==> src/rtl/ro_pkg.sv <==
// Shared defaults and types for the ring-oscillator edge counter slice.
package ro_pkg;

  localparam int unsigned RO_CNT_W       = 32;
  localparam int unsigned RO_SYNC_STAGES = 2;

  typedef logic [RO_CNT_W-1:0] count_t;

endpackage

==> src/rtl/ro_edge_counter_if.sv <==
// Valid/ready sample channel from the edge counter to the UART framer.
interface ro_edge_counter_if
  import ro_pkg::*;
#(
  parameter int unsigned CNT_W = RO_CNT_W
);

  logic             m_valid;
  logic             m_ready;
  logic [CNT_W-1:0] m_count;
  logic             m_sat;
  logic             m_overrun;

  modport master (
    output m_valid,
    output m_count,
    output m_sat,
    output m_overrun,
    input  m_ready
  );

  modport slave (
    input  m_valid,
    input  m_count,
    input  m_sat,
    input  m_overrun,
    output m_ready
  );

endinterface

==> src/rtl/ro_sync_edge.sv <==
// Multi-flop synchroniser for an asynchronous input followed by a rising-edge detector.
module ro_sync_edge
  import ro_pkg::*;
#(
  parameter int unsigned SYNC_STAGES = RO_SYNC_STAGES
) (
  input  logic clk,
  input  logic rst_n,
  input  logic async_in,
  output logic rise
);

  logic [SYNC_STAGES-1:0] r_sync;
  logic                   r_hist;

  always_ff @(posedge clk or negedge rst_n) begin
    if (!rst_n) begin
      r_sync <= '0;
      r_hist <= 1'b0;
    end else begin
      r_sync[0] <= async_in;
      for (int unsigned i = 1; i < SYNC_STAGES; i++) begin
        r_sync[i] <= r_sync[i-1];
      end
      r_hist <= r_sync[SYNC_STAGES-1];
    end
  end

  assign rise = r_sync[SYNC_STAGES-1] & ~r_hist;

endmodule

==> src/rtl/ro_edge_counter.sv <==
// Counts synchronised ring-oscillator edges per measurement window and presents
// one saturating sample per window on a valid/ready channel with overrun reporting.
module ro_edge_counter
  import ro_pkg::*;
#(
  parameter int unsigned CNT_W       = RO_CNT_W,
  parameter int unsigned SYNC_STAGES = RO_SYNC_STAGES
) (
  input  logic                  clk,
  input  logic                  rst_n,
  input  logic                  en,
  input  logic                  ro_in,
  input  logic                  window_done,
  ro_edge_counter_if.master     m_if
);

  logic             w_rise;
  logic             w_acc_full;
  logic             w_load;
  logic [CNT_W-1:0] w_snap;
  logic             w_snap_sat;

  logic [CNT_W-1:0] r_acc;
  logic             r_sat;
  logic             r_valid;
  logic [CNT_W-1:0] r_count;
  logic             r_msat;
  logic             r_overrun;

  ro_sync_edge #(
    .SYNC_STAGES (SYNC_STAGES)
  ) u_sync_edge (
    .clk      (clk),
    .rst_n    (rst_n),
    .async_in (ro_in),
    .rise     (w_rise)
  );

  // A rise coincident with window_done is folded into the closing window's snapshot.
  always_comb begin
    w_acc_full = &r_acc;
    w_load     = en & window_done;
    w_snap     = w_acc_full ? r_acc : r_acc + CNT_W'(w_rise);
    w_snap_sat = r_sat | (w_acc_full & w_rise);
  end

  always_ff @(posedge clk or negedge rst_n) begin
    if (!rst_n) begin
      r_acc <= '0;
      r_sat <= 1'b0;
    end else if (!en || window_done) begin
      r_acc <= '0;
      r_sat <= 1'b0;
    end else if (w_rise) begin
      if (w_acc_full) begin
        r_sat <= 1'b1;
      end else begin
        r_acc <= r_acc + CNT_W'(1);
      end
    end
  end

  always_ff @(posedge clk or negedge rst_n) begin
    if (!rst_n) begin
      r_valid   <= 1'b0;
      r_count   <= '0;
      r_msat    <= 1'b0;
      r_overrun <= 1'b0;
    end else if (w_load) begin
      if (!r_valid || m_if.m_ready) begin
        r_valid   <= 1'b1;
        r_count   <= w_snap;
        r_msat    <= w_snap_sat;
        r_overrun <= 1'b0;
      end else begin
        r_overrun <= 1'b1;
      end
    end else if (r_valid && m_if.m_ready) begin
      r_valid   <= 1'b0;
      r_overrun <= 1'b0;
    end
  end

  assign m_if.m_valid   = r_valid;
  assign m_if.m_count   = r_count;
  assign m_if.m_sat     = r_msat;
  assign m_if.m_overrun = r_overrun;

endmodule

==> src/flat_wrapper.sv <==
// flat-port wrapper written by rule: the top's interface ports become plain ports
module ro_edge_counter_flat import ro_pkg::*;
#(
  parameter int unsigned CNT_W       = RO_CNT_W,
  parameter int unsigned SYNC_STAGES = RO_SYNC_STAGES
)
  (clk, rst_n, en, ro_in, window_done, m_if_m_valid, m_if_m_count, m_if_m_sat, m_if_m_overrun, m_if_m_ready);
  ro_edge_counter_if #(.CNT_W(CNT_W)) m_if_i ();
  input  logic clk;
  input  logic rst_n;
  input  logic en;
  input  logic ro_in;
  input  logic window_done;
  output wire logic [$bits(m_if_i.m_valid)-1:0] m_if_m_valid;
  output wire logic [$bits(m_if_i.m_count)-1:0] m_if_m_count;
  output wire logic [$bits(m_if_i.m_sat)-1:0] m_if_m_sat;
  output wire logic [$bits(m_if_i.m_overrun)-1:0] m_if_m_overrun;
  input wire logic [$bits(m_if_i.m_ready)-1:0] m_if_m_ready;
  assign m_if_m_valid = m_if_i.m_valid;
  assign m_if_m_count = m_if_i.m_count;
  assign m_if_m_sat = m_if_i.m_sat;
  assign m_if_m_overrun = m_if_i.m_overrun;
  assign m_if_i.m_ready = m_if_m_ready;
  ro_edge_counter #(.CNT_W(CNT_W), .SYNC_STAGES(SYNC_STAGES)) u_core (.clk(clk), .rst_n(rst_n), .en(en), .ro_in(ro_in), .window_done(window_done), .m_if(m_if_i));
endmodule
==> config.mk <==
export PLATFORM = sky130hd
export DESIGN_NAME = ro_edge_counter_flat
export DESIGN_NICKNAME = d
export VERILOG_FILES = /design/src/rtl/ro_pkg.sv /design/src/rtl/ro_edge_counter_if.sv /design/src/rtl/ro_sync_edge.sv /design/src/rtl/ro_edge_counter.sv /design/src/flat_wrapper.sv
export SDC_FILE = /design/constraint.sdc
export NUM_CORES = 1
export LEC_CHECK = 0
export BUFFER_PORTS_ARGS = -buffer_cell sky130_fd_sc_hd__buf_2
export CORE_AREA = 5 5 98 100
export CTS_BUF_LIST = sky130_fd_sc_hd__clkbuf_4 sky130_fd_sc_hd__clkbuf_8
export CTS_CLUSTER_DIAMETER = 40
export DETAILED_ROUTE_END_ITERATION = 10
export DIE_AREA = 0 0 103 105
export HOLD_SLACK_MARGIN = 0.05
export PLACE_DENSITY = 0.62
export SYNTH_ARGS = -nofsm -noshare
export SYNTH_HDL_FRONTEND = slang
export SYNTH_HIERARCHICAL = 1
export SYNTH_SLANG_ARGS = --single-unit
==> constraint.sdc <==
create_clock -name clk -period 3.5 [get_ports clk]
set_input_delay 0.35 -clock clk [delete_from_list [all_inputs] [get_ports clk]]
set_output_delay 0.35 -clock clk [all_outputs]
set_load 0.1 [all_outputs]
=== Yosys cells after proc, flatten, opt, wreduce, memory -nomap -nowiden ===
Index checks and enable logic that the tools add are counted.

* Flip-flop bits (word level): 71
* Word-level logic and storage cells: 42
* Output and inout port bits: 35
* Input bits: 6

* Muxes and demuxes: 12
* Reduce and logical (&&, ||, !) cells: 13
* Equal/unequal tests: 2
* Bitwise operators: 5
* $add $sub $neg: 2

{| class="wikitable"
|+ Operators by type and width
! operator !! count
|-
| two-way mux 32 bit || 4
|-
| adder 32 x 1 -> 32 bit || 1
|-
| adder 32 x 1 -> 32 bit, second input constant || 1
|-
| AND reduction 32 bit || 1
|-
| two-way mux 1 bit || 8
|-
| AND reduction 2 bit || 4
|-
| nonzero test 2 bit || 3
|-
| != test 2 bit, second input constant || 2
|-
| AND 1 bit || 3
|-
| logical NOT 1 bit || 2
|-
| logical OR 1 bit || 2
|-
| logical AND 1 bit || 1
|-
| NOT 1 bit || 1
|-
| bitwise OR 1 bit || 1
|}

=== Longest topological paths before layout ===
* Word-level depth: 4
* Mapped depth: 10
* Gate-level depth less buffers: 7

=== Cells and area by module ===
The synthesis kept the hierarchy.

{| class="wikitable"
|+ By module, submodules not included
! module !! instances !! cells each !! area each (sq um) !! seq. area each (sq um)
|-
| ro_edge_counter || 1 || 412 || 3688.5 || 1701.6
|-
| ro_sync_edge || 1 || 4 || 88.8 || 75.1
|}

=== Worst setup path after synthesis ===
Ideal clock, no wire load.

* Path type: register to register
* Start point: reg u_core.r_acc[13]
* End point: reg u_core.r_count[26], in the netlist u_core/m_if.m_count[26]
* Arrival: 2176 ps
* Data required time: 3431 ps
* Setup slack: 1255 ps
* Clock period less this slack: 2245 ps
* Stages on the path, launching flop included: 8
* Setup time: 69 ps
* Buffers on the path: 2
* Cell sequence: dfrtp_1 -> buf_2 -> nand4_2 -> or4_4 -> buf_6 -> or3_4 -> or4_1 -> nand3_1

* Longest elaborated chain between the ends: 2
* Elaborated cells on any way between the ends: 3
* Those cells by class: 1 x add/sub; 1 x mux; 1 x reduce/logical

{| class="wikitable"
|+ Ends and longest elaborated chain
! item !! line !! RTL
|-
| from (decl) || ro_edge_counter.sv:23 || <nowiki>logic [CNT_W-1:0] r_acc;</nowiki>
|-
| from (signal assigned) || ro_edge_counter.sv:58 || <nowiki>r_acc <= r_acc + CNT_W'(1);</nowiki>
|-
| adder 32 x 1 -> 32 bit or AND reduction 32 bit (tied branches) || ro_edge_counter.sv:43, ro_edge_counter.sv:41 ||
|-
| two-way mux 32 bit (*) || ro_edge_counter.sv:43 || <nowiki>w_snap = w_acc_full ? r_acc : r_acc + CNT_W'(w_rise);</nowiki>
|-
| to (signal assigned) || ro_edge_counter.sv:72 || <nowiki>r_count <= w_snap;</nowiki>
|-
| to (decl) || ro_edge_counter.sv:26 || <nowiki>logic [CNT_W-1:0] r_count;</nowiki>
|}

Mark *: on every way between the ends. The rest lies on a longest branch, timed or not.
A chain may end at the register's enable or synchronous reset.

=== Worst setup path in the final report ===
* Start point: reg u_core.r_acc[15]
* End point: reg u_core.r_count[2], in the netlist u_core/m_if.m_count[2]

* Longest elaborated chain between the ends: 2

{| class="wikitable"
|+ Ends and longest elaborated chain
! item !! line !! RTL
|-
| AND reduction 32 bit || ro_edge_counter.sv:41 || <nowiki>w_acc_full = &r_acc;</nowiki>
|-
| two-way mux 32 bit || ro_edge_counter.sv:43 ||
|}

No other way between the ends.

==> results_dict.tcl <==
set metrics [dict create \
    status "finished, final reports clean" \
    synth.top_cell.area_share 0.470 \
    die_w_um 103 \
    post-route-cell-area_um2 4320 \
    hold_path_class "primary input to async pin" \
    synthArstFlopShare 1.00 \
    dp_hpwl_um 6870 \
    ioPinCount 41 \
    cts_tree "built" \
    ys_seq_area_frac 0.470 \
    synthXorXnorAreaFrac 0.130 \
    max_freq_ghz 0.387 \
    rows 34 \
    p_per_area_nw_per_um2 430 \
    area_delta_synth_final_pct 14.3 \
    synth_nets 425 \
    slew_headroom 0.448 \
    die-area_um2 10800 \
    antenna_found_initial 0 \
    drv_cap 0 \
    wl_per_cell_um 17.2 \
    timing.critical_path.cells "nand4_2 > or4_4 > or3_1 > nand2_1 > xor2_1 > o21ai_0" \
    routed_via_density 5.60 \
    synthMuxAreaShare 0.00265 \
    syn_avg_cell_area_um2 9.08 \
    grt_pass1_wl_um 15300 \
    grt_remaining_overflow 0 \
    grtUsageTotal 0.183 \
    total_power_uw 1860 \
    max-clock-path-buffers 2 \
    gp_congestion 0.922 \
    whs_ps 102 \
    ant_nets 0 \
    synthTopCellsByArea "dfrtp_1, xnor2_1, nand2_1" \
    hold_buffers 0 \
    finalCriticalPeriod_ps 2580 \
    grt_max_degree 54 \
    cts_resized 0 \
    synth-edff-count 0 \
    yosysWarnings 6 \
    synth_fa_ha_area_frac 0.00994 \
    start_util 0.440 \
    cts_setup_buffers 0 \
    slowest_stage "or4_4" \
    max_stage_delay_ps 660 \
    first_pass_iters 5 \
    setup_tns_ps 0 \
    syn_area_um2 3780 \
    synth_seq_cells 71 \
    synth_top_cell_by_area "dfrtp_1" \
    rsz0062_at_grt "false" \
    synthCells 416 \
    cp_data_arrival_time_ps 2800 \
    synth_cell_types 42 \
    core_um2 8590 \
    first_global_vias 2886 \
    critPathKind "register to register" \
    die_h_um 105 \
    portBuffers 40 \
    start_kind "register" \
    synth-compound-area-share 0.0715 \
    cts.reportedPaths.clkPinSlew_ps 80 \
    p_leak_uw 0.00177 \
    drive_gt1_frac 0.163 \
    cts_buffers 9 \
    drc 0 \
    antenna_cells 0 \
    synth_top_family_by_area "simple AND/OR/NAND/NOR gates" \
    clock-sinks 71 \
    finClkSkew_ps 8.95 \
    fin_util 0.502 \
    dominantRegCellSynth "dfrtp_1" \
    critPathMaxFanout 12 \
    finalSetupViolCount 0 \
    routed-via-count 3113 \
    finalCritPeriodShare 0.738 \
    cp-end-kind "register" \
    slew_violations 0 \
    worstPathRequired_ps 3720 \
    peakVddDrop_v 0.000174 \
    ctsHtreeMaxLevel 3 \
    finalNetCount 452 \
    drt_iter0_markers 351 \
    place_area_um2 4040 \
    root_buffer "clkbuf_8" \
    worstMarginPinSlew_ps 827 \
    insertion_delay_ps 350 \
    finalHoldViolCount 0 \
    synth-simple-area-share 0.278 \
    totalWireLength_um 9540 \
]
path summary, 6_finish.rpt:
kind / start / slack, ps / cells after the start / to
max in group asynchronous: rst_n / 2580 / 2 / u_core/r_acc[12]
hold / removal: rst_n / 100 / 1 / u_core/u_sync_edge/r_sync[1]
setup / recovery: u_core/r_acc[15] / 920 / 6 / u_core/m_if.m_count[2]
hold reg to reg: u_core/u_sync_edge/r_sync[0] / 360 / 0 / u_core/u_sync_edge/r_sync[1]
setup reg to reg: u_core/r_acc[15] / 920 / 6 / u_core/m_if.m_count[2]
min in group clk: ro_in / 100 / 1 / u_core/u_sync_edge/r_sync[0]
power by group:
part	total, uW	internal [uW]	switching [uW]
registers	837	830	7.13
clock network	888	575	314
logic	130	19.5	110
total	1860	1420	431
routing by layer:
layer,share of wire,global-route usage,vias up
met1,0.47,0.266,1505
met4,0.015,0.0546,0
met5,0,0,-
met3,0.066,0.0440,15
li1,-,-,1488
met2,0.45,0.268,105
per-stage QoR:
step           cells  worst slack, ps
2_1_floorplan    416             1260
3_3_place_gp     540             1020
3_5_place_dp     540              984
4_1_cts          556              951
5_1_grt          556              808
6_report         556              917
placed cells by master (no fill, tap or decap), types with 5 or more instances in the layout:
cell / netlist / final
a31oi_1: 5 / 5
nor4_1: 6 / 6
nand3_1: 20 / 19
and3_1: 9 / 9
buf_2: 6 / 40
clkbuf_8: 0 / 10
xor2_1: 23 / 23
xnor2_1: 33 / 33
dfrtp_1: 71 / 71
nor2_1: 40 / 40
a21oi_1: 5 / 5
o21ai_0: 30 / 30
nand2_1: 57 / 57
and4_1: 7 / 7
nand4_1: 16 / 16
nor3_1: 23 / 22
buf_4: 0 / 7
cell usage after synthesis (all sizes together) (2+ instances only):
| cell | number |
|---|---|
| o21ai | 31 |
| and4 | 7 |
| nand2 | 57 |
| clkbuf | 22 |
| a21oi | 5 |
| o211ai | 3 |
| inv | 3 |
| or4 | 3 |
| nand3 | 20 |
| nand4 | 17 |
| buf | 9 |
| nor3 | 24 |
| or3 | 4 |
| ha | 3 |
| and3 | 9 |
| nand2b | 4 |
| and2 | 4 |
| o31ai | 2 |
| xnor2 | 33 |
| xor2 | 23 |
| a31oi | 5 |
| nor4 | 8 |
| nor2 | 40 |
| nor2b | 3 |
| dfrtp | 71 |
| nor4b | 2 |
kinds of logic after synthesis:
family,Yosys count
AO/OA/AOI/OAI,48
adder cells (fa/ha/maj),3
flip-flops,71
buffers and inverters,34
multiplexers,1
XOR/XNOR,56
AND/OR/NAND/NOR,203
critical path, delay by kind of cell, from the launching register on:
| kind | cells | cell delay (ps) |
|---|---|---|
| AO/OA/AOI/OAI | 1 | 90 |
| XOR/XNOR | 1 | 190 |
| AND/OR/NAND/NOR | 4 | 1680 |
| flip-flops | 1 | 490 |
final cells by class:
class / instances / area, um^2
Clock inverter: 5 / 129
Tap cell: 108 / 135
Fill cell: 817 / 4280
Inverter: 3 / 11.3
Clock buffer: 11 / 145
Multi-Input combinational cell: 311 / 1870
Timing Repair Buffer: 47 / 253
Sequential cell: 71 / 1780
sequential cells by signal (all words and copies together), names as in the netlist:
| name | cells |
|---|---|
| u_core/m_if.m_count | 32 |
| u_core/r_acc | 32 |
| u_core/u_sync_edge/r_sync | 2 |
| u_core/m_if.m_overrun | 1 |
| u_core/m_if.m_sat | 1 |
| u_core/m_if.m_valid | 1 |
| u_core/r_sat | 1 |
| u_core/u_sync_edge/r_hist | 1 |
(Power assumes the default switching activity.)
